<file path="config.mk">
export PLATFORM = sky130hd
export DESIGN_NAME = commit_trace
export DESIGN_NICKNAME = d
export VERILOG_FILES = /design/src/rtl/commit_trace_pkg.sv /design/src/rtl/trace_fifo.sv /design/src/rtl/commit_trace.sv
export SDC_FILE = /design/constraint.sdc
export NUM_CORES = 1
export LEC_CHECK = 0
export ABC_CLOCK_PERIOD_IN_PS = 23700
export CAP_MARGIN = 25
export CORE_UTILIZATION = 55
export DETAILED_ROUTE_END_ITERATION = 8
export GPL_TIMING_DRIVEN = 0
export PLACE_DENSITY = 0.75
export SLEW_MARGIN = 20
export SYNTH_ARGS = -nofsm -noshare
export SYNTH_HDL_FRONTEND = slang
export SYNTH_HIERARCHICAL = 1
export SYNTH_SLANG_ARGS = --single-unit
</file>
<file path="constraint.sdc">
create_clock -name clk -period 23.7 [get_ports clk]
set_input_delay 4.74 -clock clk [delete_from_list [all_inputs] [get_ports clk]]
set_output_delay 4.74 -clock clk [all_outputs]
set_load 0.1 [all_outputs]
</file>
<file path="src/rtl/commit_trace_pkg.sv">
// commit_trace_pkg
//   Shared constants and types for the commit trace buffer.
//   - Field widths of one trace entry: pc 64, we 1, wnum 5, wdata 64, seq 32.
//   - ENTRY_W is the packed entry width (166 bits).
//   - DEFAULT_DEPTH is the default FIFO entry count.
//   - trace_entry_t is the packed entry layout {pc, we, wnum, wdata, seq}.
//   - make_entry() builds an entry from raw write-back signals.
package commit_trace_pkg;

  localparam int PC_W          = 64;
  localparam int WE_W          = 1;
  localparam int WNUM_W        = 5;
  localparam int WDATA_W       = 64;
  localparam int SEQ_W         = 32;
  localparam int ENTRY_W       = PC_W + WE_W + WNUM_W + WDATA_W + SEQ_W;
  localparam int DEFAULT_DEPTH = 8;

  typedef struct packed {
    logic [PC_W-1:0]    pc;
    logic               we;
    logic [WNUM_W-1:0]  wnum;
    logic [WDATA_W-1:0] wdata;
    logic [SEQ_W-1:0]   seq;
  } trace_entry_t;

  // Writes to x0 are not real register writes, and a non-writing entry
  // carries zeroed wnum/wdata so trace consumers see a canonical form.
  function automatic trace_entry_t make_entry(
    input logic [PC_W-1:0]    pc,
    input logic               rf_we,
    input logic [WNUM_W-1:0]  wnum,
    input logic [WDATA_W-1:0] wdata,
    input logic [SEQ_W-1:0]   seq
  );
    trace_entry_t e;
    e.pc    = pc;
    e.we    = rf_we & (wnum != '0);
    e.wnum  = e.we ? wnum  : '0;
    e.wdata = e.we ? wdata : '0;
    e.seq   = seq;
    return e;
  endfunction

endpackage

</file>
<file path="src/rtl/trace_fifo.sv">
// trace_fifo
//   Synchronous FIFO with registered state and an unregistered head read
//   (the head is the storage word at the read pointer, so data appears the
//   cycle after it is written; there is no fall-through path).
//   Ports:
//     clk, rst_n      clock, synchronous active-low reset
//     push, push_data write request and data
//     pop             read request (ignored when empty)
//     pop_data        head entry
//     full, empty     occupancy flags
//     level           number of valid entries, 0..DEPTH
//   A push into a full FIFO is accepted only when a pop happens in the same
//   cycle; the freed slot is the one being written.
module trace_fifo #(
  parameter  int WIDTH = 8,
  parameter  int DEPTH = 8,
  localparam int AW    = $clog2(DEPTH)
) (
  input  logic             clk,
  input  logic             rst_n,
  input  logic             push,
  input  logic [WIDTH-1:0] push_data,
  input  logic             pop,
  output logic [WIDTH-1:0] pop_data,
  output logic             full,
  output logic             empty,
  output logic [AW:0]      level
);

  localparam logic [AW:0] FULL_LEVEL = (AW + 1)'(DEPTH);

  logic [WIDTH-1:0] mem [DEPTH];

  logic [AW-1:0] wr_ptr_q, wr_ptr_d;
  logic [AW-1:0] rd_ptr_q, rd_ptr_d;
  logic [AW:0]   level_q,  level_d;
  logic          do_push, do_pop;

  assign empty = (level_q == '0);
  assign full  = (level_q == FULL_LEVEL);
  assign level = level_q;

  assign do_pop  = pop & ~empty;
  assign do_push = push & (~full | do_pop);

  // Pointers are AW bits wide and DEPTH is a power of two, so the natural
  // overflow of the increment is the modulo-DEPTH wrap.
  always_comb begin
    wr_ptr_d = wr_ptr_q;
    rd_ptr_d = rd_ptr_q;
    level_d  = level_q;
    if (do_push) begin
      wr_ptr_d = wr_ptr_q + 1'b1;
    end
    if (do_pop) begin
      rd_ptr_d = rd_ptr_q + 1'b1;
    end
    case ({do_push, do_pop})
      2'b10:   level_d = level_q + 1'b1;
      2'b01:   level_d = level_q - 1'b1;
      default: level_d = level_q;
    endcase
  end

  always_ff @(posedge clk) begin
    if (!rst_n) begin
      wr_ptr_q <= '0;
      rd_ptr_q <= '0;
      level_q  <= '0;
    end else begin
      wr_ptr_q <= wr_ptr_d;
      rd_ptr_q <= rd_ptr_d;
      level_q  <= level_d;
    end
  end

  // Storage has no reset: stale words are never visible because the
  // level count gates validity.
  always_ff @(posedge clk) begin
    if (do_push) begin
      mem[wr_ptr_q] <= push_data;
    end
  end

  assign pop_data = mem[rd_ptr_q];

endmodule

</file>
<file path="src/rtl/commit_trace.sv">
// commit_trace
//   Captures every retired instruction from the write-back stage into a
//   trace FIFO and keeps commit statistics.
//   Ports:
//     clk, rst_n           clock, synchronous active-low reset
//     wb_pc                PC in WB, 0 = bubble (no commit)
//     wb_rf_we             replicated register write enable, bit 0 used
//     wb_rf_wnum/wb_rf_wdata destination register and write data
//     stat_clr             pulse clearing commit_cnt, drop_cnt, overflow
//     trace_valid/ready    drain handshake for the head entry
//     trace_pc/we/wnum/wdata/seq  head entry fields
//     commit_cnt           total commits (wraps at 2^64)
//     drop_cnt             commits lost to a full FIFO (saturating)
//     overflow             sticky: at least one commit was dropped
//     level                FIFO occupancy, 0..DEPTH
//   All trace_* outputs come from registered FIFO state, so there is no
//   combinational path from wb_* to the trace side.
module commit_trace
  import commit_trace_pkg::*;
#(
  parameter int DEPTH = DEFAULT_DEPTH
) (
  input  logic                     clk,
  input  logic                     rst_n,
  input  logic [63:0]              wb_pc,
  input  logic [7:0]               wb_rf_we,
  input  logic [4:0]               wb_rf_wnum,
  input  logic [63:0]              wb_rf_wdata,
  input  logic                     stat_clr,
  output logic                     trace_valid,
  input  logic                     trace_ready,
  output logic [63:0]              trace_pc,
  output logic                     trace_we,
  output logic [4:0]               trace_wnum,
  output logic [63:0]              trace_wdata,
  output logic [31:0]              trace_seq,
  output logic [63:0]              commit_cnt,
  output logic [31:0]              drop_cnt,
  output logic                     overflow,
  output logic [$clog2(DEPTH):0]   level
);

  logic [SEQ_W-1:0] seq_q,        seq_d;
  logic [63:0]      commit_cnt_q, commit_cnt_d;
  logic [31:0]      drop_cnt_q,   drop_cnt_d;
  logic             overflow_q,   overflow_d;

  logic         commit;
  logic         pop;
  logic         drop;
  logic         fifo_full;
  logic         fifo_empty;
  trace_entry_t new_entry;
  trace_entry_t head_entry;

  // Only bit 0 of the replicated enable carries information.
  logic unused_we_bits;
  assign unused_we_bits = ^wb_rf_we[7:1];

  assign commit    = (wb_pc != '0);
  assign new_entry = make_entry(wb_pc, wb_rf_we[0], wb_rf_wnum, wb_rf_wdata, seq_q);
  assign pop       = trace_valid & trace_ready;
  // A full FIFO still accepts the commit when the head leaves this cycle.
  assign drop      = commit & fifo_full & ~pop;

  trace_fifo #(
    .WIDTH (ENTRY_W),
    .DEPTH (DEPTH)
  ) u_fifo (
    .clk       (clk),
    .rst_n     (rst_n),
    .push      (commit),
    .push_data (new_entry),
    .pop       (pop),
    .pop_data  (head_entry),
    .full      (fifo_full),
    .empty     (fifo_empty),
    .level     (level)
  );

  assign trace_valid = ~fifo_empty;
  assign trace_pc    = head_entry.pc;
  assign trace_we    = head_entry.we;
  assign trace_wnum  = head_entry.wnum;
  assign trace_wdata = head_entry.wdata;
  assign trace_seq   = head_entry.seq;

  // seq counts every commit, dropped or not, so gaps in the drained
  // sequence numbers reveal exactly which commits were lost.
  always_comb begin
    seq_d        = seq_q + SEQ_W'(commit);
    commit_cnt_d = commit_cnt_q + 64'(commit);
    drop_cnt_d   = drop_cnt_q;
    overflow_d   = overflow_q | drop;
    if (drop && (drop_cnt_q != '1)) begin
      drop_cnt_d = drop_cnt_q + 1'b1;
    end
    // Clearing beats a same-cycle increment; seq is deliberately untouched.
    if (stat_clr) begin
      commit_cnt_d = '0;
      drop_cnt_d   = '0;
      overflow_d   = 1'b0;
    end
  end

  always_ff @(posedge clk) begin
    if (!rst_n) begin
      seq_q        <= '0;
      commit_cnt_q <= '0;
      drop_cnt_q   <= '0;
      overflow_q   <= 1'b0;
    end else begin
      seq_q        <= seq_d;
      commit_cnt_q <= commit_cnt_d;
      drop_cnt_q   <= drop_cnt_d;
      overflow_q   <= overflow_d;
    end
  end

  assign commit_cnt = commit_cnt_q;
  assign drop_cnt   = drop_cnt_q;
  assign overflow   = overflow_q;

endmodule
</file>
# After elaboration in Yosys (flattened, before gate mapping)
# Memory sizes are Yosys's and may differ from the RTL's. A register that Yosys moved wholly into a read port is not among the register bits.
# Cells that the tools add are included.
[word_totals] reg_bits=139 latchBits=0 ram_bits=1328 rom_bits=0 input_bits=145 out_inout_bits=268 word_cells=44 mem_count=1
[classes] addsub=7 n_mul=0 div_mod_pow=0 order_cmp=0 n_eq_ne=4 shift=0 n_mux=7 bitwise_logic=12 reduce_logical=6
[mem_list] memory="u_fifo.mem" words=8 width=166 read_ports=1 rd_clocked_by_memory_dff=1 write_ports=1 line="trace_fifo.sv:32" text="logic [WIDTH-1:0] mem [DEPTH];"
[op_table] operator="$add 64x1->64" count=1
[op_table] operator="$mux 64" count=1
[op_table] operator="$reduce_bool 64->1" count=1
[op_table] operator="$add 32x1->32" count=1
[op_table] operator="$add 32x1->32 const B" count=1
[op_table] operator="$ne 32x32->1 const B" count=1
[op_table] operator="$pmux 4 s2" count=1
[op_table] operator="$add 3x1->3 const B" count=2
[op_table] operator="$and 1x1->1" count=6
[op_table] operator="$mux 3" count=2
[op_table] operator="$mux 5" count=1
[op_table] operator="$reduce_bool 5->1" count=1
[op_table] operator="$add 4x1->4 const B" count=1
[op_table] operator="$eq 4x4->1 const B" count=1
[op_table] operator="$logic_not 4->1" count=1
[op_table] operator="$not 1->1" count=4
[op_table] operator="$sub 4x1->4 const B" count=1
[op_table] operator="$eq 2x1->1 const B" count=1
[op_table] operator="$eq 2x2->1 const B" count=1
[op_table] operator="$mux 1" count=2
[op_table] operator="$or 1x1->1" count=2
[op_table] operator="$reduce_bool 2->1" count=1
[op_table] operator="$reduce_or 2->1" count=1
[op_table] operator="$logic_and 1x1->1" count=1

# Logic depth before layout (Yosys ltp)
# Gate-level depths: netlist of the first run.
[logic_depth] depth_word=8 mapped_depth=13 depth_no_buf=12

# By module
# Netlist of the first run, hierarchy kept.
[modules_own_cells] mod="trace_fifo" n_inst=1 cells_each=2001 area_per_inst_um2=50542.2 seq_area_each_um2=40138.5
[modules_own_cells] mod="commit_trace" n_inst=1 cells_each=808 area_per_inst_um2=6736.5 seq_area_each_um2=2582.5

# Least setup slack after synthesis of the first run
# Ideal clock, no wire load.
[synth_timing] path_kind="input to register" startpoint="input port trace_ready" endpoint="memory u_fifo/mem[0][0] (netlist bit), enable pin" setup_ns=1.098 arrival_ns=21.010 required_ns=22.602 setup_slack_ns=1.592 stages=4 n_path_buf=0 cell_sequence="nor2b_1 > nand2b_1 > o21ai_2 > nor4_1"
[synth_via] elab_chain_len=6
[synth_rtl] element="start: declaration" line="commit_trace.sv:31" text="input logic trace_ready,"
[synth_rtl] element="$and 1x1->1" line="commit_trace.sv:62" text="assign pop = trace_valid & trace_ready;"
[synth_rtl] element="$and 1x1->1" line="trace_fifo.sv:43" text="assign do_pop = pop & ~empty;"
[synth_rtl] element="$or 1x1->1" line="trace_fifo.sv:44" text="assign do_push = push & (~full | do_pop);"
[synth_rtl] element="$and 1x1->1" line="trace_fifo.sv:44"
[synth_rtl] element="$mux 1" line="trace_fifo.sv:80" text="if (do_push) begin"
[synth_rtl] element="$mux 1 (not written as such)" line="trace_fifo.sv:81" text="mem[wr_ptr_q] <= push_data;"
[synth_rtl] element="end: declaration" line="trace_fifo.sv:32"
# Every way passes these cells.

# Final worst setup path of the first run
[layout_timing] startpoint="input port wb_pc[8]" endpoint="memory u_fifo/mem[0][126] (netlist bit), enable pin"
[layout_via] elab_chain_len=4
[layout_rtl] element="start: declaration" line="commit_trace.sv:25" text="input logic [63:0] wb_pc,"
[layout_rtl] element="$reduce_bool 64->1" line="commit_trace.sv:60" text="assign commit = (wb_pc != '0);"
[layout_rtl] element="named net commit" line="commit_trace.sv:48" text="logic commit;"
[layout_rtl] element="$and 1x1->1" line="trace_fifo.sv:44"
[layout_rtl] element="$mux 1" line="trace_fifo.sv:80"
[layout_rtl] element="$mux 1 (not written as such)" line="trace_fifo.sv:81"
# The timed path passes the listed nets, and every way through them passes these cells.

==> flow_summary.ini, run 1 <==
[outcome]
outcome = completed

[placed_design]
hpwl_um = 91290
place_worst_setup_slack_ns = 13.68
placed_area_um2 = 65360
dp.cells = 4785
number_of_input_and_output_port_buffers_inserted = 405
place_congestion = 0.9156

[global_routing]
antenna_found_initial = 13
grt_pass1_vias = 31681
gr-total-overflow = 0
grt_first_pass_wirelength_um = 202300
grt_use_total = 0.2599
grt_max_degree = 21

[worst_setup_path]
critPathSlowestCell = clkdlybuf4s50_1
worstPathRequired_ns = 24.15
path_max_fanout = 9
crit_path_end_kind = flip-flop
critPathLaunchType = primary input
worst-endpoint-arrival_ns = 9.63
critical_path.most_common_cell = buf_2
critical_path.top_delay_family = buffers and inverters
crit_path_max_incr_delay_ns = 0.74
worst-path-buf-inv = 12
timing.critical_path.cells = clkdlybuf4s50_1 > nor4_1 > nand4_1 > nor4_2 > buf_4 > inv_1 > clkbuf_1 > o21ai_2 > nor4_2 > buf_2 > buf_2 > buf_2 > buf_2 > buf_2 > buf_2 > buf_2 > buf_2
setup.worst_path.class = in2reg

[synthesis]
synth_top_family_by_area = multiplexers
cell_area_after_synthesis_um2 = 57280
synth-warning-count = 6
xor_xnor_fraction_of_synth_area = 0.01330
postSynthAreaPerCell_um2 = 20.39
synth_largest_type_area_fraction = 0.6962
basic_gate_share_of_the_synthesized_area_counting_and_or_nand_and_nor_cells = 0.04627
synth_top_flop_cell = edfxtp_1
top_cells_by_area_synth = edfxtp_1, mux4_2, dfxtp_1
synth.area.mux_share = 0.1637
post_synth_inst_count = 2809
synth_adder_area_share = 0.002315
yosysTopAreaCell = edfxtp_1
synth_compound_gate_area_share = 0.01311
ys_seq_elements = 1470
synth_fp_nets = 2964
synth-async-reset-ratio = 0
synth.lib_cells_used.distinct = 58
yosysSeqAreaShare = 0.7458
synth-edff-count = 1328

[flow_run]
maxCapViolCount = 0

[hold_path]
min_path_type = reg2reg

[cells_and_area]
syn_to_final_growth_pct = 22.76
num-nets-final = 3715
share_of_post_route_cells_with_drive_strength_above_1 = 0.2695
final_common_cell = edfxtp_1
final_cell_area_um2 = 70320
post_layout_nonfiller_instances = 5077
layout_common_cells = edfxtp_1, clkdlybuf4s50_1, mux4_2, mux2_2, clkbuf_16
n_fill_cell = 6423

[die]
die-area_um2 = 105400
coreArea_um2 = 103300
die-width_um = 324.7
row_count = 118
initial_core_utilization = 0.5542
chipHeight_um = 324.7
pin_count = 413

[drt]
ant_nets = 0
drt_iter0_markers = 2794
routed_vias_inst = 5.997
postRouteWirelength_um = 136600
drc = 0
detailroute.via_count = 30445
drt_pre_antenna_iters = 7
drt-wirelength-per-cell_um = 26.91

[timing]
number_of_max_slew_violations_in_the_final_report = 0
timing_worst_slew_pin_value_ns = 1.133
min_period_over_period = 0.3872
postLayoutSetupSlackWorst_ns = 14.52
worst_clock_skew_ns = 0.02098
final-hold-violation-count = 0
maxClockFrequency_mhz = 109.0
timing.setup.tns_ns = 0
finalSetupViolCount = 0
finalWorstPathRequiredPeriod_ns = 9.176
unrepaired_setup_endpoints_after_global_routing = no
worst_slew_margin_relative_to_its_limit = 0.2424

[clock_tree]
htreeDepth = 4
clock_tree.root_cell = clkbuf_16
cts_hold_buf = 0
cts_repair_resize_count = 0
clkSlewWorstSetupHoldPaths_ns = 0.06
cts_tree = done
clock_latency_ns = 0.75
clockBufferDepth = 3
number_of_buffers_inserted_during_clock_tree_synthesis = 149
clock-sinks = 1470
postCtsSetupBuffers = 0

[pwr]
max-vdd-ir-drop_uv = 71.21
power_per_cell_area_nw_per_um2 = 105.3
leakagePower_nw = 22.86
==> final timing paths <==
check,end,slack (ns),cells after the start,from
worst max-delay path,u_fifo/mem[0][126],14.52,17,wb_pc[8]
worst min-delay path,overflow,0.47,2,overflow
worst max register to register,u_fifo/mem[0][126],18.70,15,u_fifo/level[1]
worst min register to register,overflow,0.47,2,overflow
==> report_power, final <==
part | leakage [nW] | switching (mW) | internal [mW]
Clock | 2.34 | 0.962 | 1.34
Sequential | 13.7 | 0.0374 | 2.97
Combinational | 6.81 | 1.36 | 0.732
==> layer usage <==
metal	wire length, um	GRT usage	part of all wire	vias up
met5	52	0	0.00038	-
met4	3207	0.07957	0.023	10
met3	11650	0.06369	0.085	211
met2	69090	0.4327	0.51	1286
met1	52640	0.3401	0.39	15888
li1	-	-	-	13050
==> flip-flops by register name (all words and copies together), names as in the netlist, named ones only <==
name and count:
u_fifo/mem 1328, commit_cnt 64, drop_cnt 32, seq_q 32, u_fifo/level 4, u_fifo/rd_ptr_q 3, u_fifo/wr_ptr_q 3, overflow 1
==> worst register-to-register path: stages, from the launching register on <==
cell and delay, ns:
dfxtp_1 0.49, or3_1 0.18, clkbuf_1 0.28, nor2_1 0.11, nor2b_1 0.50, nand2b_1 0.26, o21ai_2 0.15, nor4_2 0.69
buf_2 0.36, buf_2 0.24, buf_2 0.25, buf_2 0.28, buf_2 0.25, buf_2 0.21, buf_2 0.24, buf_2 0.23
==> final cells by class <==
cell class | instances | area, um^2 | share of cell area
flip-flops and latches | 1470 | 42720 | 0.6075
multi-input cells | 1182 | 13730 | 0.1952
repair buffers | 600 | 6414 | 0.09121
clock buffers | 197 | 4068 | 0.05785
well taps | 1380 | 1727 | 0.02456
plain buffers | 132 | 792.0 | 0.01126
clock inverters | 78 | 743.2 | 0.01057
inverters | 25 | 93.84 | 0.001335
diodes | 13 | 32.53 | 0.0004626
==> synth_stat cells (7+ instances only) <==
cell      count
o21ai_1       7
and2_1      104
inv_1        25
buf_2        23
ha_1          9
nand2_1      47
a21oi_2       8
nor2_1       88
or3_1        22
nand2b_1      7
xor2_1       30
o21ai_0      20
clkbuf_1     62
edfxtp_1   1328
o31ai_1       8
nand4_1      39
or4_1        18
nand3_1      45
mux2_2      166
buf_1        13
xnor2_1      57
dfxtp_1     142
a21oi_1      27
nor3_1       28
and4_1       16
o211ai_1      9
nor4_1       33
mux4_2      332
and3_1       16
buf_6        32
==> cells by family (layout without fill, tap and decap cells) <==
group | count (synthesis) | after routing
AOI/OAI and AO/OA | 109 | 109
xor gates and xnor gates | 87 | 87
adders and majority gates | 10 | 10
buffers and inverters | 157 | 1032
DFF | 1470 | 1470
muxes | 501 | 501
other | 0 | 13
and+or+nand+nor | 475 | 475
==> through the flow <==
step,utilization,hold WS [ns],power [mW]
after floorplan,-,0.4847,4.615
after global placement,0.6102,0.4623,5.146
after detailed placement,0.6325,0.4653,5.141
after CTS,0.6790,0.4798,7.441
after global routing,0.6801,0.5343,7.612
final,0.6804,0.4721,7.404
Power figures use the tool's default switching activity.
==> run 2: changes to the inputs <==
--- a/config.mk
+++ b/config.mk
@@ -5,7 +5,7 @@
 export SDC_FILE = /design/constraint.sdc
 export NUM_CORES = 1
 export LEC_CHECK = 0
-export ABC_CLOCK_PERIOD_IN_PS = 23700
+export ABC_CLOCK_PERIOD_IN_PS = 8800
 export CAP_MARGIN = 25
 export CORE_UTILIZATION = 55
 export DETAILED_ROUTE_END_ITERATION = 8
==> constraint.sdc (replaced) <==
create_clock -name clk -period 8.8 [get_ports clk]
set_input_delay 1.76 -clock clk [delete_from_list [all_inputs] [get_ports clk]]
set_output_delay 1.76 -clock clk [all_outputs]
set_load 0.1 [all_outputs]
==> run 2 against run 1 <==
  * Power grew to 2.7 times the previous value
  * Combinational power rose to 2.7 times the previous value
  * Setup slack got worse by 12 ns
  * Critical path type is now reg2out
  * Die area stayed put
  * First-iteration DRC count decreased by 3.4%
==> flow_summary.ini, run 2 (synthesis results as in run 1) <==
[clock_tree]
htreeDepth = 4
postCtsSetupBuffers = 0
clockBufferDepth = 3
clock-sinks = 1470
number_of_buffers_inserted_during_clock_tree_synthesis = 147
cts_hold_buf = 0
cts_tree = done
clkSlewWorstSetupHoldPaths_ns = 0.06
cts_repair_resize_count = 0
clock_tree.root_cell = clkbuf_16
clock_latency_ns = 0.75

[cells_and_area]
share_of_post_route_cells_with_drive_strength_above_1 = 0.2584
final_common_cell = edfxtp_1
regMostFlops = u_fifo/mem
multi_input_gate_area_um2 = 13760
post_layout_nonfiller_instances = 5007
utilization = 0.6803
layout_common_cells = edfxtp_1, clkdlybuf4s50_1, mux4_2, mux2_2, clkbuf_16
num-nets-final = 3658
n_fill_cell = 6374
syn_to_final_growth_pct = 22.75
largest_register_ff_count = 1328
sequential_cell_area_um2 = 42720

[worst_setup_path]
worstPathRequired_ns = 7.04
critPathLaunchType = flip-flop
crit_path_end_kind = output port
crit_path_max_incr_delay_ns = 1.06
r2r_cell_count = 15
critical_path.top_delay_family = buffers and inverters
critical_path.most_common_cell = buf_2
worst-path-buf-inv = 4
worst-endpoint-arrival_ns = 4.35
setup.worst_path.class = reg2out
worstReg2RegEnd = u_fifo/mem[0][74]
worstReg2RegStart = u_fifo/level[0]
worst-r2r-setup-slack_ns = 4.35
path_max_fanout = 10
timing.critical_path.cells = buf_2 > clkbuf_1 > buf_2 > mux4_2 > mux2_2 > clkdlybuf4s50_1
critPathSlowestCell = clkdlybuf4s50_1

[pwr]
power_report.internal_total_mw = 13.52
share_clk_of_total_power = 0.305
power.combinational.fraction = 0.286
leakagePower_nw = 22.65
power.switching_fraction = 0.3175
p_sw_mw = 6.286
p_seq_frac = 0.409
power_per_cell_area_nw_per_um2 = 281.6
max-vdd-ir-drop_uv = 252.0
design_power_total_mw = 19.80

[die]
coreArea_um2 = 103300
chipHeight_um = 324.7
die-area_um2 = 105400
die-width_um = 324.7
row_count = 118
pin_count = 413
initial_core_utilization = 0.5542

[global_routing]
grt_use_total = 0.2605
gr-total-overflow = 0
grt_pass1_vias = 31598
grt_max_degree = 20
antenna_found_initial = 14
grt_first_pass_wirelength_um = 202400

[timing]
final-hold-violation-count = 0
min_period_over_period = 0.6938
worst_slew_margin_relative_to_its_limit = 0.2300
number_of_max_slew_violations_in_the_final_report = 0
finalSetupViolCount = 0
finalWorstPathRequiredPeriod_ns = 6.106
timing.setup.tns_ns = 0
worst_clock_skew_ns = 0.03794
maxClockFrequency_mhz = 163.8
unrepaired_setup_endpoints_after_global_routing = no
timing_worst_slew_pin_value_ns = 1.151

[placed_design]
hpwl_um = 90730
number_of_input_and_output_port_buffers_inserted = 405
dp.cells = 4731
place_congestion = 0.8444

[drt]
detailroute.via_count = 30085
routed_vias_inst = 6.009
drt_iter0_markers = 2700
drt_pre_antenna_iters = 5
postRouteWirelength_um = 135900
drc = 0
drt-wirelength-per-cell_um = 27.13
ant_nets = 0

[hold_path]
timing.hold.worst_path_depth = 2
timing.hold.worst_endpoint = overflow
min-delay-start = overflow
min_path_type = reg2reg

[outcome]
outcome = completed

[flow_run]
maxCapViolCount = 0
## run 2: power groups by stage
stage / clock [mW] / combinational, mW / sequential (mW)
after global placement: 0 / 5.32 / 8.37
after detailed placement: 0 / 5.66 / 8.24
after CTS: 6.14 / 5.68 / 8.10
final: 6.04 / 5.66 / 8.10
after global routing: 6.39 / 5.86 / 8.12
after floorplan: 0 / 4.03 / 8.32
## run 2: how the worst max path moves through the flow
stage	to	slack, ns	cells past startpoint	startpoint
2_1_floorplan	u_fifo/mem[7][0]	-1.30	7	wb_pc[30]
3_3_place_gp	u_fifo/mem[7][77]	-10.48	8	wb_pc[1]
3_5_place_dp	u_fifo/mem[0][80]	2.45	17	wb_pc[46]
4_1_cts	trace_pc[0]	2.54	6	flip-flop
5_1_grt	trace_pc[14]	2.62	6	flip-flop
6_report	trace_pc[8]	2.69	6	flip-flop
## run 2: per-stage QoR
step / area [um^2] / setup slack, ns / hold WS (ns)
floorplan: 57310 / -1.300 / 0.4847
global placement: 63090 / -10.48 / 0.4764
detailed placement: 65540 / 2.446 / 0.4622
CTS: 70200 / 2.544 / 0.4920
global route: 70290 / 2.619 / 0.5287
finish: 70310 / 2.694 / 0.4887
## run 2: final cells by class
type | count | share of cell area
Tap cell | 1380 | 0.02456
Inverter | 25 | 0.001335
Clock buffer | 189 | 0.05666
Antenna cell | 9 | 0.0003203
Sequential cell | 1470 | 0.6076
Clock inverter | 75 | 0.009645
Buffer | 132 | 0.01126
Timing Repair Buffer | 545 | 0.09289
Multi-Input combinational cell | 1182 | 0.1957
## run 2: metal layers
metal	share of wire	vias up	track usage
li1	-	12931	-
met2	0.51	1269	0.4426
met4	0.022	18	0.07393
met3	0.081	197	0.06204
met5	0.00082	-	0
met1	0.38	15670	0.3365
## run 2: worst reg2reg max path, cell delays in order (launching register included)
cell      delay (ns)
dfxtp_1         0.51
or3_1           0.17
clkbuf_1        0.27
nor2_1          0.12
nor2b_1         0.52
nand2b_1        0.26
o21ai_2         0.20
nor4_4          0.50
buf_6           0.22
buf_6           0.18
buf_8           0.16
buf_6           0.17
buf_6           0.17
buf_4           0.23
buf_4           0.25
buf_4           0.21
